==> src/rtl/pocket_lab_spi_pkg.sv <==
// Shared SPI-slave definitions for the pocket_lab send/receive paths:
// byte width, bit-counter width, FSM state encoding and a shift helper.
package pocket_lab_spi_pkg;

  localparam int unsigned SPI_BYTE_W   = 8;
  localparam int unsigned SPI_BIT_CT_W = $clog2(SPI_BYTE_W);

  typedef enum logic [1:0] {
    STATE_IDLE  = 2'd0,
    STATE_SHIFT = 2'd1,
    STATE_FLUSH = 2'd2
  } spi_state_t;

  // Inserts one received bit; LSB-first shifts right so the first bit ends in bit 0.
  function automatic logic [SPI_BYTE_W-1:0] spi_shift_in(
    input logic [SPI_BYTE_W-1:0] cur,
    input logic                  bit_in,
    input logic                  msb_first
  );
    if (msb_first) spi_shift_in = {cur[SPI_BYTE_W-2:0], bit_in};
    else           spi_shift_in = {bit_in, cur[SPI_BYTE_W-1:1]};
  endfunction

endpackage

==> src/rtl/spi_recv_fifo.sv <==
// Synchronous FIFO of {last,data} entries for the SPI receive path. Entry 0 is the
// registered head; pop shifts entries down. Full pushes are dropped and flagged sticky.
module spi_recv_fifo
  import pocket_lab_spi_pkg::*;
#(
  parameter int unsigned DEPTH = 4,
  parameter int unsigned WIDTH = SPI_BYTE_W + 1
) (
  input  logic             clk,
  input  logic             rst_n,
  input  logic             push,
  input  logic [WIDTH-1:0] push_data,
  input  logic             pop,
  output logic [WIDTH-1:0] head,
  output logic             valid,
  output logic             overflow
);

  localparam int unsigned CNT_W = $clog2(DEPTH + 1);
  localparam int unsigned IDX_W = $clog2(DEPTH);
  localparam logic [CNT_W-1:0] CNT_ONE  = CNT_W'(1);
  localparam logic [CNT_W-1:0] CNT_FULL = CNT_W'(DEPTH);

  logic [WIDTH-1:0] mem   [DEPTH];
  logic [WIDTH-1:0] mem_n [DEPTH];
  logic [CNT_W-1:0] count, count_n;
  logic             do_pop, do_push;

  assign do_pop  = pop & valid;
  // A pop in the same cycle frees the slot, so a full FIFO still accepts the push.
  assign do_push = push & ((count != CNT_FULL) | do_pop);
  assign head    = mem[0];

  always_comb begin
    mem_n   = mem;
    count_n = count;
    if (do_pop) begin
      for (int unsigned i = 0; i < DEPTH - 1; i++) mem_n[i] = mem[i+1];
      mem_n[DEPTH-1] = '0;
      count_n        = count - CNT_ONE;
    end
    if (do_push) begin
      mem_n[count_n[IDX_W-1:0]] = push_data;
      count_n                   = count_n + CNT_ONE;
    end
  end

  always_ff @(posedge clk or negedge rst_n) begin
    if (!rst_n) begin
      for (int unsigned i = 0; i < DEPTH; i++) mem[i] <= '0;
      count    <= '0;
      valid    <= 1'b0;
      overflow <= 1'b0;
    end else begin
      mem   <= mem_n;
      count <= count_n;
      valid <= (count_n != '0);
      if (push && !do_push) overflow <= 1'b1;
    end
  end

endmodule

==> src/rtl/spi_recv.sv <==
// SPI-slave receive path: deserialises MOSI into bytes and streams them out as AXI4-Stream,
// flagging the last byte of each chip-select frame. Define SPI_RECV_MSB_FIRST_EN for MSB-first.
module spi_recv
  import pocket_lab_spi_pkg::*;
#(
  parameter int unsigned FIFO_DEPTH  = 4,
  parameter int unsigned SYNC_STAGES = 2
) (
  input  logic                  axi_aclk,
  input  logic                  axi_aresetn,
  input  logic                  spi_clk,
  input  logic                  spi_mosi,
  input  logic                  spi_cs,
  output logic [SPI_BYTE_W-1:0] axis_wdata,
  output logic                  axis_wvalid,
  input  logic                  axis_wready,
  output logic                  axis_wlast,
  output logic                  rx_overflow
);

`ifdef SPI_RECV_MSB_FIRST_EN
  localparam logic MSB_FIRST = 1'b1;
`else
  localparam logic MSB_FIRST = 1'b0;
`endif

  logic [SYNC_STAGES-1:0] clk_sync, cs_sync, mosi_sync;
  logic                   clk_s, cs_s, mosi_s, clk_d, cs_d;
  logic                   sample, cs_fall;

  spi_state_t               state;
  logic [SPI_BIT_CT_W-1:0]  bit_ct;
  logic [SPI_BYTE_W-1:0]    shift_reg, shift_next;
  logic [SPI_BYTE_W-1:0]    pend_data;
  logic                     pend_valid;
  logic                     push;
  logic [SPI_BYTE_W:0]      push_word;
  logic [SPI_BYTE_W:0]      head;

  always_ff @(posedge axi_aclk or negedge axi_aresetn) begin
    if (!axi_aresetn) begin
      clk_sync  <= '0;
      cs_sync   <= '0;
      mosi_sync <= '0;
      clk_d     <= 1'b0;
      cs_d      <= 1'b0;
    end else begin
      clk_sync  <= {clk_sync[SYNC_STAGES-2:0], spi_clk};
      cs_sync   <= {cs_sync[SYNC_STAGES-2:0], spi_cs};
      mosi_sync <= {mosi_sync[SYNC_STAGES-2:0], spi_mosi};
      clk_d     <= clk_s;
      cs_d      <= cs_s;
    end
  end

  assign clk_s      = clk_sync[SYNC_STAGES-1];
  assign cs_s       = cs_sync[SYNC_STAGES-1];
  assign mosi_s     = mosi_sync[SYNC_STAGES-1];
  assign sample     = cs_s & clk_s & ~clk_d;
  assign cs_fall    = cs_d & ~cs_s;
  assign shift_next = spi_shift_in(shift_reg, mosi_s, MSB_FIRST);

  // A completed byte waits in pend_* until the next byte or frame end decides its last flag.
  always_ff @(posedge axi_aclk or negedge axi_aresetn) begin
    if (!axi_aresetn) begin
      state      <= STATE_IDLE;
      bit_ct     <= '0;
      shift_reg  <= '0;
      pend_data  <= '0;
      pend_valid <= 1'b0;
      push       <= 1'b0;
      push_word  <= '0;
    end else begin
      push <= 1'b0;
      case (state)
        STATE_IDLE: begin
          bit_ct <= '0;
          if (cs_s) state <= STATE_SHIFT;
        end
        STATE_SHIFT: begin
          if (cs_fall) begin
            bit_ct <= '0;
            state  <= STATE_FLUSH;
          end else if (sample) begin
            shift_reg <= shift_next;
            bit_ct    <= bit_ct + SPI_BIT_CT_W'(1);
            if (bit_ct == '1) begin
              pend_data  <= shift_next;
              pend_valid <= 1'b1;
              if (pend_valid) begin
                push      <= 1'b1;
                push_word <= {1'b0, pend_data};
              end
            end
          end
        end
        STATE_FLUSH: begin
          if (pend_valid) begin
            push      <= 1'b1;
            push_word <= {1'b1, pend_data};
          end
          pend_valid <= 1'b0;
          state      <= STATE_IDLE;
        end
        default: state <= STATE_IDLE;
      endcase
    end
  end

  spi_recv_fifo #(
    .DEPTH (FIFO_DEPTH),
    .WIDTH (SPI_BYTE_W + 1)
  ) u_fifo (
    .clk       (axi_aclk),
    .rst_n     (axi_aresetn),
    .push      (push),
    .push_data (push_word),
    .pop       (axis_wready),
    .head      (head),
    .valid     (axis_wvalid),
    .overflow  (rx_overflow)
  );

  assign axis_wdata = head[SPI_BYTE_W-1:0];
  assign axis_wlast = head[SPI_BYTE_W];

endmodule
==> config.mk <==
export PLATFORM = sky130hd
export DESIGN_NAME = spi_recv
export DESIGN_NICKNAME = d
export VERILOG_FILES = /design/src/rtl/pocket_lab_spi_pkg.sv /design/src/rtl/spi_recv_fifo.sv /design/src/rtl/spi_recv.sv
export SDC_FILE = /design/constraint.sdc
export NUM_CORES = 1
export LEC_CHECK = 0
export ABC_CLOCK_PERIOD_IN_PS = 1900
export BUFFER_PORTS_ARGS = -buffer_cell sky130_fd_sc_hd__clkbuf_2
export CAP_MARGIN = 0
export CORE_MARGIN = 8
export CORE_UTILIZATION = 57
export CTS_BUF_LIST = sky130_fd_sc_hd__clkbuf_4
export DETAILED_ROUTE_END_ITERATION = 10
export PLACE_DENSITY = 0.77
export SKIP_LAST_GASP = 1
export SYNTH_ARGS = -nofsm -noshare
export SYNTH_HDL_FRONTEND = slang
export SYNTH_SLANG_ARGS = --single-unit
==> constraint.sdc <==
create_clock -name axi_aclk -period 1.9 [get_ports axi_aclk]
set_input_delay 0.285 -clock axi_aclk [delete_from_list [all_inputs] [get_ports axi_aclk]]
set_output_delay 0.285 -clock axi_aclk [all_outputs]
set_load 0.02 [all_outputs]
==> impl_metrics.json, run 1 <==
{
  "p_leak_nw": 2.19,
  "vias_per_cell": 5.53,
  "timing.hold.ws_ps": 348,
  "areaGrowthSynthToFinish_pct": 9.37,
  "grt_pass1_vias": 2261,
  "antenna_left": 0,
  "grt_usage_pct": 14.8,
  "synth.avg_cell_area_um2": 12.7,
  "tightest_slew_ps": 509,
  "cts_setup_buffers": 0,
  "diodes": 0,
  "drc": 0,
  "numPortBuffers": 16,
  "powerDensity_mw_per_mm2": 943,
  "clock_skew_ps": 15.0,
  "cts_inserted_buffers": 9,
  "synth.largest_area_cell": "dfrtp_1",
  "floorplan.initialDensity_pct": 58.0,
  "clockRootBuffer": "clkbuf_4",
  "slew_viol_final": 0,
  "synthCells": 287,
  "hold_end": "u_fifo.valid$_DFF_PN0_",
  "core_mm2": 0.00628,
  "cp.required_ps": 2210,
  "num_io_pins": 17,
  "critPathLaunchType": "flip-flop",
  "synth-async-reset-ratio_pct": 100,
  "rsz0062_at_grt": "false",
  "htree_num_levels": 3,
  "peakVddDrop_mv": 0.623,
  "drtIter0Drc": 77,
  "grt_start_max_net_pins": 43,
  "seq_area_frac_synth_pct": 54.9,
  "min_path_type": "in -> reg",
  "antenna_found_initial": 0,
  "syn_area_mm2": 0.00364,
  "grt_pass1_wl_um": 10600,
  "grt.met2_usage_pct": 22.9,
  "rr_endpoint": "u_fifo.valid$_DFF_PN0_",
  "period_share_pct": 96.5,
  "busiest_layer": "met2",
  "setup-tns-final_ps": 0,
  "place_congestion": 0.788,
  "cap_viol_max_count": 0,
  "fp.dieArea_mm2": 0.00921,
  "critPathCaptureType": "flip-flop",
  "hold-path-cell-count": 4,
  "worst-r2r-cell-count": 5,
  "synth_ff_type": "dfrtp_1",
  "clk_latency_ps": 410,
  "use_met3_pct": 3.90,
  "startpoint": "u_fifo.count[0]$_DFF_PN0_",
  "regMostFlops": "u_fifo.mem",
  "dr_total_vias": 2186,
  "die_y_um": 96.0,
  "yosysUniqueCellTypes": 35,
  "fmax_mhz": 546,
  "ys_warn_count": 0,
  "cts_tree": "done",
  "dp.final_hpwl_um": 4160,
  "synth_seq_cells": 80,
  "ys_top_cells_by_area": "dfrtp_1 (55%), mux2i_1 (18%), mux2_2 (5.9%), nand2_1 (3.5%), ha_1 (2.7%)",
  "min-delay-start": "axis_wready",
  "gr-total-overflow": 0,
  "crit_fanout": 3,
  "grt_use_met1_pct": 19.0,
  "hold_violations": 0,
  "period_minus_slack_ps": 1830,
  "layout.nets": 327,
  "synth_edf_count": 0,
  "drt-wirelength-per-cell_um": 15.2,
  "worstPathArrival_ps": 2140,
  "syn_nets": 301,
  "final-setup-viol-count": 0,
  "fp.dieW_um": 96.0,
  "status": "finished, final reports clean",
  "yosys.area.top_type_share_pct": 54.9,
  "r2r_start": "u_fifo.count[0]$_DFF_PN0_",
  "clkTransAtPathRegs_ps": 120,
  "slew_headroom_pct": 66.0,
  "largest_reg_flops": 27,
  "first_pass_iters": 4,
  "cts_max_path_buffers": 2,
  "critPathKind": "reg -> reg",
  "r2r_setup_slack_ps": 70,
  "placementRows": 29,
  "drive_gt1_share_pct": 20.8,
  "drt_wl_total_um": 6010,
  "cts_sinks": 80
}
-- repair_timing --
item,4_1_cts,5_1_grt
gates resized for setup,0,1
hold endpoints to repair,41,0
endpoints found under the setup margin,0,5
hold buffers,4,0
-- how the worst max path moves through the flow --
| stage | depth (start not counted) | end |
|---|---|---|
| 4_1_cts | 7 | u_fifo.mem[23]$_DFF_PN0_ |
| 3_3_place_gp | 5 | u_fifo.valid$_DFF_PN0_ |
| 5_1_grt | 5 | push_word[1]$_DFFE_PN0P_ |
| 6_report | 5 | u_fifo.valid$_DFF_PN0_ |
| 3_5_place_dp | 7 | u_fifo.mem[23]$_DFF_PN0_ |
| 2_1_floorplan | 6 | u_fifo.valid$_DFF_PN0_ |
-- cell usage after synthesis (all sizes together) (2+ instances only) --
master,instances
nand3b,2
ha,8
mux2,19
nor2,2
nand4b,2
and4b,2
dfrtp,80
a31o,2
and2,2
mux2i,66
nand2,35
a21oi,5
nor2b,4
a22o,2
a32oi,2
xnor2,3
buf,18
nand2b,4
inv,14
a22oi,3
-- worst max-delay path, stage by stage, from the launching register on --
cell and delay (ps):
dfrtp_1 360, inv_1 60, ha_1 200, ha_1 300
or4b_1 540, a32o_1 280
-- stage by stage --
step                      util (%)  cells  cell area [um^2]  power [mW]  worst slack (ps)
after detailed placement      60.8    375              3820        2.83              77.4
after floorplan                  -    287              3650        2.56              25.3
after CTS                     63.4    395              3980        3.79              58.3
final                         63.5    395              3990        3.76              67.0
after global routing          63.5    395              3990        3.98              2.79
after global placement        60.8    375              3820        2.79               161
-- logic make-up after synthesis --
group	after synthesis	synth area share [%]
muxes	85	24.0
xor gates and xnor gates	4	0.962
buffers and inverters	33	4.84
AOI/OAI and AO/OA	18	4.02
DFF	80	54.9
and+or+nand+nor	59	8.48
adders and majority gates	8	2.75
-- per-layer routing --
metal | vias up | share of wire, %
li1 | 1045 | -
met3 | 7 | 3.9
met4 | 0 | 1.3
met1 | 1102 | 47
met2 | 32 | 48
met5 | - | 0
-- cell type report --
type	instances	area, um^2
tap	77	96.3
clock buffer	10	75.1
clock inverter	6	50.0
sequential	80	2000
multi-input combinational	174	1470
fill	506	2290
timing repair buffer	34	244
inverter	14	52.6
-- where the power goes --
part           leakage (nW)  switching, mW  internal (mW)  total, mW
sequential             1.08         0.0872           1.81       1.90
combinational          1.03          0.489          0.421      0.910
clock                0.0703          0.551          0.398      0.949
-- cell usage in the layout, fill, tap and decap left out, types with 2 or more instances in the layout --
cell           instances
and2_1                 2
a22oi_1                3
nor2b_1                4
and4b_1                2
inv_1                 14
dlygate4sd3_1          4
clkbuf_4              10
nor2_1                 2
clkbuf_2              15
a31o_2                 2
xnor2_1                3
nand3b_1               2
a32oi_1                2
nand2_1               34
ha_1                   8
a22o_1                 2
dfrtp_1               80
mux2_2                19
clkinv_1               4
buf_4                 13
nand2b_1               4
a21oi_1                5
mux2i_1               66
(Power assumes the default switching activity.)
==> run 2: changes to the inputs <==
--- a/config.mk
+++ b/config.mk
@@ -14,3 +14,3 @@
 export DETAILED_ROUTE_END_ITERATION = 10
-export PLACE_DENSITY = 0.77
+export PLACE_DENSITY = 0.84
 export SKIP_LAST_GASP = 1
--- a/constraint.sdc
+++ b/constraint.sdc
@@ -3,2 +3,2 @@
 set_output_delay 0.285 -clock axi_aclk [all_outputs]
-set_load 0.02 [all_outputs]
+set_load 0.01 [all_outputs]
==> impl_metrics.json, run 2 (synthesis gave the netlist of run 1 again) <==
{
  "dr_total_vias": 2163,
  "die_y_um": 96.0,
  "peakVddDrop_mv": 0.530,
  "cts_max_path_buffers": 2,
  "cts_inserted_buffers": 9,
  "critPathLaunchType": "flip-flop",
  "layout.nets": 328,
  "placementRows": 29,
  "period_minus_slack_ps": 1830,
  "p_clk_share_pct": 28.4,
  "cp_cell_sequence": "inv_1 -> ha_1 -> ha_2 -> or4b_1 -> a32o_1",
  "period_share_pct": 96.1,
  "p_comb_share_pct": 23.2,
  "crit_fanout": 3,
  "min_path_type": "in -> async",
  "first_pass_iters": 4,
  "r2r_setup_slack_ps": 70,
  "drtIter0Drc": 87,
  "drc": 0,
  "layout_commonest_cell": "dfrtp_1",
  "drive_gt1_share_pct": 22.6,
  "wl_met2_um": 2900,
  "regMostFlops": "u_fifo.mem",
  "worst-r2r-cell-count": 5,
  "cp.required_ps": 2200,
  "p_leak_nw": 2.20,
  "slew_headroom_pct": 71.6,
  "numPortBuffers": 16,
  "fp.dieW_um": 96.0,
  "setup-tns-final_ps": 0,
  "clockRootBuffer": "clkbuf_4",
  "drt-wirelength-per-cell_um": 15.4,
  "htree_num_levels": 3,
  "slowest_stage": "or4b_1",
  "vias_per_cell": 5.46,
  "cts_tree": "done",
  "clock_skew_ps": 15.4,
  "clk_latency_ps": 420,
  "layout_common_cells": "dfrtp_1 (80), mux2i_1 (66), nand2_1 (34)",
  "place_congestion": 0.863,
  "largest_reg_flops": 27,
  "fp.dieArea_mm2": 0.00921,
  "fmax_mhz": 548,
  "p_switching_mw": 1.15,
  "cts_sinks": 80,
  "sw_frac_of_total_pct": 29.3,
  "rsz0062_at_grt": "false",
  "cts_setup_buffers": 0,
  "critPathKind": "reg -> reg",
  "areaGrowthSynthToFinish_pct": 10.8,
  "num_io_pins": 17,
  "grt_pass1_wl_um": 10200,
  "met3_length_um": 239,
  "worstPathArrival_ps": 2130,
  "grt_start_max_net_pins": 49,
  "status": "finished, final reports clean",
  "dp.final_hpwl_um": 4190,
  "antenna_found_initial": 0,
  "floorplan.initialDensity_pct": 58.0,
  "antenna_left": 0,
  "timing.hold.ws_ps": 334,
  "hold_violations": 0,
  "r2r_start": "u_fifo.count[1]$_DFF_PN0_",
  "final-setup-viol-count": 0,
  "diodes": 0,
  "grt_pass1_vias": 2164,
  "core_mm2": 0.00628,
  "powerDensity_mw_per_mm2": 973,
  "rr_endpoint": "u_fifo.valid$_DFF_PN0_",
  "power_frac_seq_pct": 48.4,
  "p_int_mw": 2.78,
  "clkTransAtPathRegs_ps": 130,
  "max_stage_delay_ps": 520,
  "slew_viol_final": 0,
  "tightest_slew_ps": 426,
  "grt_usage_pct": 14.4,
  "critPathCaptureType": "flip-flop",
  "top_layer_used": "met4",
  "gr-total-overflow": 0,
  "wl_met1_um": 2850,
  "drt_wl_total_um": 6110,
  "cap_viol_max_count": 0
}
[run 2: changes by cell type in the layout (fill, tap and decap cells not counted), sizes merged]
| cell | delta |
|---|---|
| bufinv | +1 |
| clkbuf | -1 |
| clkinv | -3 |
| clkinvlp | +1 |
| buf | +1 |
| inv | +2 |
[run 2: worst max-delay path by stage]
stage,start,to,depth (start not counted)
3_5_place_dp,u_fifo.count[1]$_DFF_PN0_,u_fifo.valid$_DFF_PN0_,5
3_3_place_gp,u_fifo.count[0]$_DFF_PN0_,u_fifo.valid$_DFF_PN0_,5
6_report,u_fifo.count[1]$_DFF_PN0_,u_fifo.valid$_DFF_PN0_,5
4_1_cts,u_fifo.count[1]$_DFF_PN0_,u_fifo.mem[24]$_DFF_PN0_,7
2_1_floorplan,u_fifo.count[0]$_DFF_PN0_,u_fifo.valid$_DFF_PN0_,6
5_1_grt,bit_ct[0]$_DFFE_PN0P_,push_word[7]$_DFFE_PN0P_,5
[run 2: critical path: cells and delay by family, from the launching register on]
family                     cells  cell delay [ps]
and+or+nand+nor                1              520
adders and majority gates      2              440
DFF                            1              410
AOI/OAI and AO/OA              1              260
buffers and inverters          1               90
[run 2: layout make-up]
type                            count  area (um^2)
Clock inverter                      7         93.8
Timing Repair Buffer               35          251
Sequential cell                    80         2000
Inverter                           14         52.6
Multi-Input combinational cell    174         1470
Fill cell                         466         2240
Tap cell                           77         96.3
Clock buffer                        9         67.6
[run 2: per-stage QoR]
stage / setup WS [ps] / power (mW) / util, % / std cells / instance area [um^2]
finish: 73.6 / 3.93 / 64.3 / 396 / 4040
global route: 2.45 / 4.12 / 64.3 / 396 / 4040
CTS: 60.4 / 3.96 / 64.0 / 395 / 4020
detailed placement: 78.0 / 2.82 / 60.8 / 375 / 3820
global placement: 146 / 2.79 / 60.8 / 375 / 3820
floorplan: 25.3 / 2.55 / - / 287 / 3650
[run 2: repair_timing]
| item | CTS | global route |
|---|---|---|
| endpoints found under the setup margin | 0 | 6 |
| endpoints found under the hold margin | 35 | 0 |
| hold buffers | 4 | 0 |
| resized for setup | 0 | 5 |
[run 2: layer usage]
layer | vias up | track usage (%)
met5 | - | 0
met1 | 1065 | 18.1
met3 | 13 | 3.35
li1 | 1053 | -
met4 | 0 | 7.30
met2 | 32 | 22.7
[run 2: power by group through the flow]
stage          registers (mW)  logic (mW)  clock network [mW]
4_1_cts                  1.90       0.902                1.15
3_3_place_gp             1.93       0.866                   0
5_1_grt                  1.92       0.994                1.21
6_report                 1.90       0.910                1.12
3_5_place_dp             1.94       0.887                   0
2_1_floorplan            1.92       0.631                   0
